## src/rtl/riscv_pkg.sv

```systemverilog
// Shared RV32 load/store width codes, LSU state encoding and request legality check.
package riscv_pkg;

  localparam logic [2:0] F3_B  = 3'b000;
  localparam logic [2:0] F3_H  = 3'b001;
  localparam logic [2:0] F3_W  = 3'b010;
  localparam logic [2:0] F3_BU = 3'b100;
  localparam logic [2:0] F3_HU = 3'b101;

  typedef enum logic [1:0] {
    IDLE      = 2'd0,
    READ      = 2'd1,
    LOAD_RESP = 2'd2,
    WRITE     = 2'd3
  } lsu_state_t;

  // Unsigned widths exist only for loads; halfwords need addr[0]=0, words addr[1:0]=0.
  function automatic logic access_illegal(input logic we, input logic [2:0] f3,
                                          input logic [1:0] lane);
    logic ill;
    ill = 1'b0;
    case (f3)
      F3_B:    ill = 1'b0;
      F3_H:    ill = lane[0];
      F3_W:    ill = |lane;
      F3_BU:   ill = we;
      F3_HU:   ill = we | lane[0];
      default: ill = 1'b1;
    endcase
    return ill;
  endfunction

endpackage

```

## src/rtl/lane_align.sv

```systemverilog
// Little-endian lane extraction/extension for loads and read-modify-write merge for stores.
module lane_align
  import riscv_pkg::*;
#(
  parameter int n = 32
) (
  input  logic [2:0]   funct3,
  input  logic [1:0]   lane,
  input  logic [n-1:0] ram_word,
  input  logic [n-1:0] wdata,
  output logic [n-1:0] load_data,
  output logic [n-1:0] store_data
);

  logic [7:0]  byte_sel;
  logic [15:0] half_sel;

  always_comb begin
    byte_sel = ram_word[{lane, 3'b000} +: 8];
    half_sel = lane[1] ? ram_word[31:16] : ram_word[15:0];
    case (funct3)
      F3_B:    load_data = {{24{byte_sel[7]}}, byte_sel};
      F3_H:    load_data = {{16{half_sel[15]}}, half_sel};
      F3_BU:   load_data = {24'd0, byte_sel};
      F3_HU:   load_data = {16'd0, half_sel};
      default: load_data = ram_word;
    endcase
  end

  // Each byte lane takes either the old RAM byte or the matching slice of wdata.
  for (genvar gi = 0; gi < 4; gi++) begin : g_lane
    localparam logic [1:0] LANE = 2'(gi);
    logic       hit;
    logic [7:0] src;

    always_comb begin
      case (funct3)
        F3_B: begin
          hit = (lane == LANE);
          src = wdata[7:0];
        end
        F3_H: begin
          hit = (lane[1] == LANE[1]);
          src = wdata[8*(gi%2) +: 8];
        end
        default: begin
          hit = 1'b1;
          src = wdata[8*gi +: 8];
        end
      endcase
    end

    assign store_data[8*gi +: 8] = hit ? src : ram_word[8*gi +: 8];
  end

endmodule

```

## src/rtl/load_store_unit.sv

```systemverilog
// Byte/half/word load-store unit in front of a synchronous 32-bit word RAM.
module load_store_unit
  import riscv_pkg::*;
#(
  parameter int n = 32
) (
  input  logic         clock,
  input  logic         nReset,
  input  logic         req,
  input  logic         we,
  input  logic [2:0]   funct3,
  input  logic [18:0]  addr,
  input  logic [n-1:0] wdata,
  output logic [n-1:0] rdata,
  output logic         busy,
  output logic         done,
  output logic         err,
  output logic         ramR,
  output logic         ramW,
  output logic [16:0]  ramAddr,
  output logic [n-1:0] ramDataW,
  input  logic [n-1:0] ramDataR
);

  lsu_state_t   state_q;
  logic         we_q;
  logic [2:0]   funct3_q;
  logic [18:0]  addr_q;
  logic [n-1:0] wdata_q;
  logic [n-1:0] rdata_q;
  logic         done_q;
  logic         err_q;
  logic [n-1:0] load_data;
  logic [n-1:0] store_data;
  logic         illegal;

  assign illegal = access_illegal(we, funct3, addr[1:0]);

  lane_align #(.n(n)) u_lane_align (
    .funct3     (funct3_q),
    .lane       (addr_q[1:0]),
    .ram_word   (ramDataR),
    .wdata      (wdata_q),
    .load_data  (load_data),
    .store_data (store_data)
  );

  always_ff @(posedge clock or negedge nReset) begin
    if (!nReset) begin
      state_q  <= IDLE;
      we_q     <= 1'b0;
      funct3_q <= 3'd0;
      addr_q   <= 19'd0;
      wdata_q  <= '0;
      rdata_q  <= '0;
      done_q   <= 1'b0;
      err_q    <= 1'b0;
    end else begin
      done_q <= 1'b0;
      err_q  <= 1'b0;
      case (state_q)
        IDLE: begin
          if (req) begin
            if (illegal) begin
              done_q <= 1'b1;
              err_q  <= 1'b1;
            end else begin
              we_q     <= we;
              funct3_q <= funct3;
              addr_q   <= addr;
              wdata_q  <= wdata;
              // Full-word stores skip the read; partial stores read-modify-write.
              state_q  <= (we && funct3 == F3_W) ? WRITE : READ;
            end
          end
        end
        READ:      state_q <= we_q ? WRITE : LOAD_RESP;
        LOAD_RESP: begin
          rdata_q <= load_data;
          done_q  <= 1'b1;
          state_q <= IDLE;
        end
        WRITE: begin
          done_q  <= 1'b1;
          state_q <= IDLE;
        end
        default:   state_q <= IDLE;
      endcase
    end
  end

  assign busy     = (state_q != IDLE);
  assign ramR     = (state_q == READ);
  assign ramW     = (state_q == WRITE);
  assign ramAddr  = addr_q[18:2];
  assign ramDataW = ramW ? store_data : '0;
  assign rdata    = rdata_q;
  assign done     = done_q;
  assign err      = err_q;

endmodule

```

## config.mk

```make
export PLATFORM = sky130hd
export DESIGN_NAME = load_store_unit
export DESIGN_NICKNAME = d
export VERILOG_FILES = /design/src/rtl/riscv_pkg.sv /design/src/rtl/lane_align.sv /design/src/rtl/load_store_unit.sv
export SDC_FILE = /design/constraint.sdc
export NUM_CORES = 1
export LEC_CHECK = 0
export CORE_ASPECT_RATIO = 0.7
export CORE_MARGIN = 3
export CORE_UTILIZATION = 27
export CTS_CLUSTER_DIAMETER = 50
export DETAILED_ROUTE_END_ITERATION = 10
export PLACE_DENSITY_LB_ADDON = 0.05
export REMOVE_ABC_BUFFERS = 1
export SLEW_MARGIN = 20
export SYNTH_ARGS = -nofsm -noshare
export SYNTH_HDL_FRONTEND = slang
export SYNTH_SLANG_ARGS = --single-unit
```

## constraint.sdc

```tcl
create_clock -name clock -period 3 [get_ports clock]
set_input_delay 0.6 -clock clock [delete_from_list [all_inputs] [get_ports clock]]
set_output_delay 0.6 -clock clock [all_outputs]
set_load 0.02 [all_outputs]
```

==> results of run 1 <==
## state kept, by name (all words and copies together), names as in the netlist
name      count
state_q       2
funct3_q      3
wdata_q      32
err           1
rdata        32
done          1
addr_q       19
we_q          1
## critical path, delay by kind of cell, from the launching register on
family                 cells  cell delay, ns
buffers and inverters      2            0.91
flip-flops                 1            0.42
AO/OA/AOI/OAI              2            0.35
AND/OR/NAND/NOR            1            0.27
## timing repair
| action | CTS | global route |
|---|---|---|
| buffers inserted | 0 | 1 |
| gates resized for setup | 9 | 14 |
| endpoints found under the hold margin | 0 | 0 |
| setup endpoints to repair | 16 | 21 |
| pin swaps | 0 | 1 |
## cell families after synthesis
family | count (synthesis) | share of synthesized area [%]
muxes | 98 | 22.19
AOI/OAI and AO/OA | 81 | 10.90
DFF | 91 | 46.58
buffers and inverters | 53 | 6.347
and+or+nand+nor | 148 | 13.98
## power by group through the flow
stage / logic, µW / registers [µW] / clock network, µW
finish: 3850 / 2300 / 1290
global route: 4180 / 2390 / 1380
CTS: 3860 / 2300 / 1340
detailed placement: 3840 / 2310 / 0
global placement: 3810 / 2290 / 0
floorplan: 1660 / 2720 / 0
## how the worst max path moves through the flow
stage,cells past startpoint,end,start,slack [ns]
finish,5,ramDataW[10],funct3_q[1],0.1
global route,5,ramDataW[10],funct3_q[0],-0.008
CTS,6,ramDataW[21],funct3_q[0],0.01
detailed placement,4,ramDataW[21],ramDataR[21],0.12
global placement,4,ramDataW[21],ramDataR[21],0.13
floorplan,3,ramDataW[10],funct3_q[1],-0.60
## final cells by class
cell class              count  area [µm²]
clock inverters             6       93.84
well taps                 231       289.0
repair buffers            203        2032
fillers                  1704       10200
multi-input cells         327        2321
clock buffers              10       239.0
inverters                   3       11.26
flip-flops and latches     91        2277
## layer usage
| layer | track usage, % | vias up | wire length, µm |
|---|---|---|---|
| met5 | 0 | - | 13 |
| met4 | 4.276 | 2 | 226 |
| met3 | 5.951 | 17 | 1120 |
| met2 | 25.63 | 132 | 7323 |
| met1 | 23.85 | 2106 | 8239 |
| li1 | - | 1983 | - |
## cells in the final DEF (no fill, tap or decap), types with 3 or more instances in the layout
cell               n
clkdlybuf4s50_1  153
dfrtp_1           91
mux2_2            63
nor2_1            49
nand2_1           46
mux2i_1           33
a21oi_1           29
buf_4             25
a211oi_1          17
dlymetal6s2s_1    13
nand3_1           12
clkbuf_16          9
or3_1              8
a31oi_1            8
dlygate4sd2_1      8
nand3b_1           7
o21ai_0            7
nor3_1             7
a31o_2             5
o22ai_1            5
buf_12             4
nor2b_1            3
inv_1              3
or2_2              3
a221oi_1           3
nand2b_1           3
## per-stage QoR
stage	setup TNS, ns	area, µm²	std cells
final	0	7263	871
after global routing	-0.008063	7263	871
after CTS	0	7208	870
after detailed placement	0	6878	854
after global placement	0	6878	854
after floorplan	-6.074	4589	421
==> results.json, run 1 <==
{
  "status": "finished, final reports clean",
  "power.share.clock_pct": 17.4,
  "synthFlopType": "dfrtp_1",
  "drc_errors": 0,
  "hpwl_um": 12360,
  "grt_pass1_wl_um": 26450,
  "dr_total_vias": 4240,
  "synth_area_leader_cell": "dfrtp_1",
  "fin_util_pct": 41.58,
  "crit_type": "reg2out",
  "cp-start-kind": "flop",
  "finalSetupViolations": 0,
  "p_per_area_nw_per_um2": 1025,
  "antenna_found_initial": 1,
  "min_period_over_period_pct": 96.73,
  "cts_made_buffers": 9,
  "total_power_uw": 7442,
  "core-area_um2": 17470,
  "seqPwrFrac_pct": 30.9,
  "clk_pin_slew_ns": 0.07,
  "netSwitchingPower_uw": 2965,
  "diodes": 0,
  "synth_common_cells": "91 x dfrtp_1, 63 x mux2_2, 50 x nor2_1",
  "whs_ns": 0.2299,
  "track_usage_pct": 17.18,
  "slew_headroom_pct": 46.81,
  "clockBufferDepth": 2,
  "ys_seq_elements": 91,
  "finClkSkew_ns": 0.01344,
  "max_clock_freq_ghz": 0.3446,
  "p_sw_share_pct": 39.84,
  "netlist_area_um2": 4888,
  "worstPathMaxFanout": 16,
  "r2r_setup_slack_ns": 0.90,
  "clkSinkCount": 91,
  "grt_pass1_vias": 4525,
  "ys_seq_area_share_pct": 46.58,
  "path_cells": "nor2_2 -> o21ai_1 -> buf_4 -> a211oi_1 -> clkdlybuf4s50_1",
  "gp_congestion": 0.8276,
  "yosysWarningCount": 0,
  "p_leak_uw": 0.003238,
  "internal-power_uw": 4477,
  "insertion_delay_ns": 0.36,
  "drive_gt1_share_pct": 20.16,
  "async_flop_share_pct": 100.0,
  "avgViaCountPerCell": 4.868,
  "avgSynthCellArea_um2": 10.38,
  "fp.dieArea_um2": 19780,
  "synth_top_area_share_pct": 46.58,
  "ios": 176,
  "start_util_pct": 27.99,
  "ir_worst_vdd_v": 0.0003808,
  "cp.required_ns": 2.40,
  "first_pass_iters": 4,
  "die_x_um": 166.8,
  "drtAntennaViolNets": 0,
  "arrival_ns": 2.30,
  "wl_um": 16920,
  "grt_max_degree": 53,
  "drt_iter0_drc": 213,
  "yosysMostFrequentCell": "dfrtp_1",
  "wl_per_cell_um": 19.43,
  "worstReg2RegStart": "addr_q[1]",
  "dp_slack_ns": 0.1156,
  "setup_slack_ns": 0.09802,
  "hp-class": "in2async",
  "rows": 40,
  "crit_path_end_kind": "output pin",
  "grt_setup_unrepaired": "true",
  "ys_types": 38,
  "syn_inst": 471,
  "synth_edf_count": 0,
  "worst_slew_pin_slew_ns": 0.7943,
  "synthTopCellsByArea": "dfrtp_1 47%, mux2_2 15%, mux2i_1 6.8%, nor2_1 3.8%, nand2_1 3.5%",
  "cts_tree": "done",
  "rr_endpoint": "rdata[19]",
  "nets": 725,
  "final_hold_viol_count": 0,
  "area_growth_pct": 48.58,
  "p_comb_share_pct": 51.7,
  "root_buffer": "clkbuf_16",
  "cts_hold_buf": 0,
  "htree_levels": 3,
  "port_buffers": 175,
  "r2r_cells": 6,
  "slowest_delay_ns": 0.70,
  "drv_slew": 0,
  "cap_violations": 0,
  "cpMaxStageDelayCell": "clkdlybuf4s50_1",
  "grt_overflow_total": 0,
  "die_height_um": 118.6,
  "fin_crit_ns": 2.902
}
Power figures use the tool's default switching activity.
==> inputs of run 2 (changes only) <==
CORE_ASPECT_RATIO = unset   (was 0.7)
CORE_UTILIZATION = 45   (was 27)
==> run 2 against run 1 <==
Maximum frequency is 0.45% higher. Critical path type unchanged. Core utilization up 25 points. Clock power decreased by 31%. Hold slack gained 0.017 ns. Clock skew rose by 0.00051 ns. Critical endpoint is now ramDataW[2]. First-iteration DRC count decreased by 1.9%. Sequential share of layout area up 1.2 points. Global-route usage grew 6.6 points. Sequential power about the same. Wire length down 15%.
==> results.json, run 2 (synthesized netlist as in run 1, its figures left out) <==
{
  "cts_made_buffers": 9,
  "nets": 730,
  "use_met1_pct": 32.63,
  "cts_setup_buffers": 0,
  "wl_per_cell_um": 18.37,
  "final_area_um2": 6985,
  "clockBufferDepth": 2,
  "area_growth_pct": 42.90,
  "die_height_um": 110.2,
  "crit_type": "reg2out",
  "final_common_cell": "clkdlybuf4s50_1",
  "core-area_um2": 10460,
  "r2r_cells": 6,
  "multi_input_area_um2": 2323,
  "p_leak_uw": 0.003072,
  "grt_pass1_vias": 4118,
  "grt_pass1_wl_um": 22020,
  "avgViaCountPerCell": 5.342,
  "fillers": 874,
  "critPathCapture": "ramDataW[2]",
  "wl_um": 14350,
  "hp-class": "in2async",
  "worstPathMaxFanout": 9,
  "layout_common_cells": "150 x clkdlybuf4s50_1, 91 x dfrtp_1, 63 x mux2_2",
  "slew_headroom_pct": 54.05,
  "antenna_found_initial": 0,
  "cts_hold_buf": 0,
  "p_per_area_nw_per_um2": 987.2,
  "root_buffer": "clkbuf_8",
  "cts_tree": "done",
  "critPathLaunch": "funct3_q[1]",
  "cp.required_ns": 2.40,
  "worst_slew_pin_slew_ns": 0.6862,
  "drtAntennaViolNets": 0,
  "finClkSkew_ns": 0.01395,
  "gr-usage-met3_pct": 5.882,
  "grt_setup_unrepaired": "false",
  "diodes": 0,
  "cp-start-kind": "flop",
  "rows": 37,
  "regArea_um2": 2277,
  "start_util_pct": 46.72,
  "final_hold_viol_count": 0,
  "arrival_ns": 2.29,
  "clkSinkCount": 91,
  "ir_worst_vdd_v": 0.0005384,
  "crit_path_end_kind": "output pin",
  "drt_iter0_drc": 209,
  "clk_pin_slew_ns": 0.09,
  "dr_total_vias": 4172,
  "htree_levels": 3,
  "grt_overflow_total": 0,
  "track_usage_pct": 23.82,
  "top_usage_layer": "met2",
  "gp_congestion": 0.8712,
  "die_x_um": 110.2,
  "drv_slew": 0,
  "cap_violations": 0,
  "place_area_um2": 6779,
  "whs_ns": 0.2469,
  "status": "finished, final reports clean",
  "min_period_over_period_pct": 96.30,
  "drive_gt1_share_pct": 20.62,
  "drc_errors": 0,
  "hpwl_um": 10930,
  "fin_crit_ns": 2.889,
  "r2r_setup_slack_ns": 0.84,
  "port_buffers": 175,
  "first_pass_iters": 4,
  "finalSetupViolations": 0,
  "grtUsageMet2_pct": 37.31,
  "rr_endpoint": "rdata[6]",
  "insertion_delay_ns": 0.36,
  "grt_max_degree": 48,
  "worstReg2RegStart": "funct3_q[0]",
  "max_clock_freq_ghz": 0.3462,
  "fp.dieArea_um2": 12150,
  "ios": 176,
  "fin_tns_setup_ns": 0
}
## run 2: how the worst min path moves through the flow
stage / to / slack, ns / from
floorplan: addr_q[0] / 0.30 / nReset
global placement: state_q[0] / 0.46 / we_q
detailed placement: state_q[0] / 0.49 / we_q
CTS: wdata_q[19] / 0.26 / nReset
global route: wdata_q[19] / 0.26 / nReset
finish: wdata_q[19] / 0.25 / nReset
## run 2: where the power goes
part	switching (µW)	internal, µW
clock network	435	451
logic	1890	1830
registers	445	1840
## run 2: cell type report
class                           instances  share of cell area, %
Clock buffer                           12                  2.364
Clock inverter                          4                 0.6806
Inverter                                3                 0.1612
Multi-Input combinational cell        327                  33.26
Sequential cell                        91                  32.60
Tap cell                              136                  2.436
Timing Repair Buffer                  208                  28.50
## run 2: critical path: stages (launching register included)
cell and delay [ns]:
dfrtp_1 0.46, nor2_4 0.21, buf_4 0.22, o21ai_4 0.15, mux2i_1 0.15, nor2_1 0.10, clkdlybuf4s50_1 0.64
## run 2: metal layers
layer	routed length, µm	part of all wire (%)
met5	0	0
met1	6146	43
met3	1290	9.0
met4	214	1.5
met2	6697	47
## run 2: metrics by stage
| stage | std cells | total power, µW | utilization [%] | setup slack (ns) |
|---|---|---|---|---|
| finish | 781 | 6896 | 66.77 | 0.1111 |
| global route | 781 | 7358 | 66.77 | 0.01413 |
| CTS | 781 | 6930 | 66.62 | 0.006780 |
| detailed placement | 765 | 6038 | 64.79 | 0.1935 |
| global placement | 765 | 5951 | 64.79 | 0.2194 |
| floorplan | 421 | 4381 | - | -0.5959 |
## run 2: timing repair
item	4_1_cts	5_1_grt
setup endpoints to repair	27	8
resized for setup	22	4
cloned	0	0
==> inputs of run 3 (changes only) <==
CORE_ASPECT_RATIO = 0.6   (was unset)
HOLD_SLACK_MARGIN = 0.12   (was unset)
==> run 3 against run 2 <==
Combinational power increased by 3%. First-iteration DRC count decreased by 7.7%. Via count increased by 2.6%. Wire length increased by 2.2%. Worst setup slack improved by 0.080 ns. Maximum frequency increased by 2.8%. Global-route usage increased by 0.69 points. Clock-buffer cell count unchanged. Sequential power about the same. Total power increased by 7.6%. Clock power increased by 47%. Hold slack improved by 0.031 ns. Highest routed layer unchanged.
==> results.json, run 3 (synthesized netlist as in run 1, its figures left out) <==
{
  "status": "finished, final reports clean",
  "path_cells": "or2_2 -> or3_1 -> a31oi_1 -> dlygate4sd2_1",
  "cts_made_buffers": 9,
  "fillers": 762,
  "dp_slack_ns": 0.2114,
  "first_pass_iters": 4,
  "multi_input_area_um2": 2321,
  "slowest_delay_ns": 0.45,
  "htree_levels": 3,
  "wl_um": 14670,
  "p_leak_uw": 0.003174,
  "diodes": 0,
  "ir_worst_vdd_v": 0.0005260,
  "clkSinkCount": 91,
  "cp_top_family": "simple AND/OR/NAND/NOR gates",
  "cpMaxStageDelayCell": "or2_2",
  "setup_slack_ns": 0.1910,
  "hpwl_um": 10810,
  "fin_util_pct": 69.34,
  "fp.dieArea_um2": 12190,
  "rows": 28,
  "worstPathMaxFanout": 16,
  "area_growth_pct": 45.10,
  "drc_errors": 0,
  "drive_gt1_share_pct": 19.34,
  "finalSetupViolations": 0,
  "antenna_found_initial": 0,
  "grt_max_degree": 48,
  "drt_iter0_drc": 193,
  "ios": 176,
  "cp-start-kind": "flop",
  "insertion_delay_ns": 0.34,
  "cp_num_buf_inv": 1,
  "cap_violations": 0,
  "die_x_um": 140.6,
  "r2r_setup_slack_ns": 0.94,
  "final_hold_viol_count": 0,
  "root_buffer": "clkbuf_16",
  "min_period_over_period_pct": 93.64,
  "slew_headroom_pct": 44.14,
  "final_area_um2": 7093,
  "worst_slew_pin_slew_ns": 0.8343,
  "max_clock_freq_ghz": 0.3560,
  "drv_slew": 0,
  "wl_per_cell_um": 19.03,
  "cts_hold_buf": 0,
  "grt_setup_unrepaired": "false",
  "place_area_um2": 6715,
  "finClkSkew_ns": 0.005456,
  "final_common_cell": "clkdlybuf4s50_1",
  "arrival_ns": 2.21,
  "hp-class": "in2async",
  "fin_crit_ns": 2.809,
  "grt_pass1_vias": 4368,
  "drtAntennaViolNets": 0,
  "fin_tns_setup_ns": 0,
  "port_buffers": 175,
  "p_per_area_nw_per_um2": 1046,
  "crit_path_end_kind": "output pin",
  "crit_type": "reg2out",
  "core-area_um2": 10230,
  "cts_tree": "done",
  "nets": 721,
  "avgViaCountPerCell": 5.551,
  "die_height_um": 86.74,
  "dr_total_vias": 4280,
  "regArea_um2": 2278,
  "layout_common_cells": "153 x clkdlybuf4s50_1, 90 x dfrtp_1, 63 x mux2_2",
  "gp_congestion": 0.9002,
  "grt_pass1_wl_um": 23480,
  "cp.required_ns": 2.40,
  "start_util_pct": 47.79,
  "clk_pin_slew_ns": 0.06,
  "track_usage_pct": 24.51,
  "clockBufferDepth": 2,
  "grt_overflow_total": 0
}
-- run 3: worst paths after layout --
check | start | end | cells past startpoint
setup / recovery | funct3_q[1] | ramDataW[24] | 4
hold / removal | nReset | rdata[31] | 1
setup reg to reg | funct3_q[1] | rdata[6] | 5
hold reg to reg | we_q | state_q[0] | 2
max in group asynchronous | nReset | addr_q[1] | 2
min in group clock | we_q | state_q[0] | 2
-- run 3: layout make-up --
type | instances | area share, %
clock buffers | 12 | 3.334
multi-input cells | 327 | 32.72
clock inverters | 4 | 1.394
repair buffers | 199 | 27.89
flip-flops and latches | 91 | 32.12
well taps | 135 | 2.381
inverters | 3 | 0.1588
-- run 3: per-layer routing --
layer / track usage (%) / wire (µm)
met1: 32.68 / 6290
met5: 0 / 0
met2: 38.89 / 6775
met4: 7.124 / 221
met3: 7.718 / 1382
-- run 3: through the flow --
step	cells	total power (µW)	hold slack (ns)
6_report	771	7419	0.2777
5_1_grt	771	7868	0.3244
4_1_cts	770	7426	0.2999
3_5_place_dp	754	6087	0.4568
3_3_place_gp	754	5968	0.4594
2_1_floorplan	421	4381	0.3044
-- run 3: report_power, final --
group	internal (µW)	switching, µW
Clock	818	479
Combinational	1870	1960
Sequential	1850	448
-- run 3: repair_timing --
item | CTS | global route
pin swaps | 0 | 1
resized for setup | 13 | 11
setup buffers | 0 | 1
setup endpoints to repair | 19 | 15
==> variant: new RTL, settings of run 2 <==
Make the reset (`nReset`) synchronous in one clocked block.
--- a/src/rtl/load_store_unit.sv
+++ b/src/rtl/load_store_unit.sv
@@ -45,7 +45,7 @@
     .store_data (store_data)
   );
 
-  always_ff @(posedge clock or negedge nReset) begin
+  always_ff @(posedge clock) begin
     if (!nReset) begin
       state_q  <= IDLE;
       we_q     <= 1'b0;
Formal check against the unedited RTL: differs if nReset is asserted again (counterexample within 4 cycles, from zero or initial values and one cycle with nReset low); with nReset held inactive, the same outputs for 10 cycles.
==> variant against run 2 <==
Critical path depth decreased by 2. Highest routed layer unchanged. Setup slack improved by 4.8 ps. Synthesized area increased by 2.1%. Via count grew 26%. Wire length rose by 13%. Sequential cell count unchanged. Design area grew 1.3%.
Power is not compared: it rests on default switching activity, and its combinational part moved more than twofold at a synthesized area within 25%.
==> variant: results (changes against run 2) <==
- Status: finished clean
* Largest net degree at the start of global routing: 58 (+21%)
- The average routed wire per standard cell is 17.43 um (-5.1%).
- Relative area of clock buffers and inverters in the final design: 2.723% (-0.32 points)
- The non-clock inverter total of the final layout was 4 (+1).
- The most used flip-flop cell after synthesis is dfxtp_1.
- The fraction of final layout cells sized beyond drive strength 1 was 9.422% (-11 points).
- The total number of multi-input combinational cells is 473 (+45%).
- The peak per-stage delay on the critical path was 660 ps (+20 ps).
- The count of unique library cells instantiated by Yosys was 41 (+7.9%).
- The post-cts gate resize count came to 5 (-77%).
- The layout sequential cell count is 91 (unchanged).
- Routed length on met3: 1151 um (-11%)
- Max cap viols: 0 (unchanged)
* Data-path buffer share of cell area in the final layout: 29.51% (+1.0 points)
* Library cell contributing the largest single delay on the critical path: clkdlybuf4s50_1
- The worst slew margin relative to its limit is 36.88% (-17 points).
* Total placed instance area: 6804 um2 (+0.37%)
- The number of buffers between clock root and the deepest sink was 2 (unchanged).
- The maximum net fanout on the critical path is 52 (+43).
- The DRC violation total after the first TritonRoute iteration was 443 (+110%).
- The clock skew is 8.448 ps (-5.498 ps).
- Area of combinational cells with multiple inputs: 2785 um2 (+20%)
* Count of plain and timing-repair buffers: 212 (+1.9%)
* Most area-consuming cells after synthesis: dfxtp_1, nand3_1, mux2i_1, nand2_1, a211oi_1
* Wire length of the first global-routing pass: 26230 um (+19%)
* M1 GR Usage: 32.65% (about the same)
- Portion of the post-synthesis area used by sequential elements: 36.49% (-10 points)
- Via count of the first global-routing pass: 5043 (+22%)
* Total Nets Final: 881 (+21%)
- The via total after detailed routing was 5255 (+26%).
- The floorplan die width came to 111.3 um (+1.0%).
* Half-perimeter wire length of the detailed placement result: 11690 um (+6.9%)
- Fraction of area in registers: 25.80% (-6.8 points)
* Clock insertion delay at the later pin of the skew report: 380 ps (+20 ps)
- Met2 wire length: 7807 um (+17%)
- The fraction of met2 tracks used by global routing was 42.18% (+4.9 points).
- The share of flip-flops with an asynchronous set or reset is 0% (-100 points).
- The final RePlAce weighted congestion is 0.9007 (+3.4%).
* Worst setup slack after placement: 169.6 ps (-23.93 ps)
- Hold Crit Class: reg2reg
- Filler cells: 925 (+5.8%)
- Top cells by count, synth: nand3_1, nand2_1, dfxtp_1, a21oi_1, o21ai_0
- The clock tree buffer count of the final layout is 10 (-2).
- The compound-gate portion of the synthesized area was 19.35% (+8.4 points).
- The number of detailed-routing iterations run before antenna repair came to 5 (+1).
* Wire length the detailed router placed on met1: 7022 um (+14%)
- The multiplexer share of the synthesized area is 8.496% (-14 points).
[variant: changes by cell type after synthesis, sizes merged, moves of 23 or more]
cell / before / now
nand3: 12 / 113
dfrtp: 91 / 0
dfxtp: 0 / 91
mux2: 63 / 1
nand2: 46 / 99
o21ai: 10 / 46
nor2: 50 / 27
[variant: report_power, final]
group / internal (mW) / switching (mW)
registers: 1.26 / 0.0377
logic: 0.299 / 0.318
clock network: 0.342 / 0.485
total: 1.90 / 0.841
[variant: final timing paths]
path	start	end	slack, ps	cells after the start
worst min-delay path	wdata_q[23]	wdata_q[23]	450	2
worst max register to register	state_q[1]	rdata[9]	830	3
worst min register to register	wdata_q[23]	wdata_q[23]	450	2
worst max-delay path	funct3_q[1]	ramDataW[22]	120	4
[variant: stage by stage]
step / std cells / hold WS (ps) / setup TNS (ps)
final: 932 / 450.0 / 0
after global routing: 932 / 470.7 / 0
after CTS: 928 / 451.5 / -25.62
after detailed placement: 912 / 438.9 / 0
after global placement: 912 / 435.0 / 0
after floorplan: 568 / 426.1 / -78320
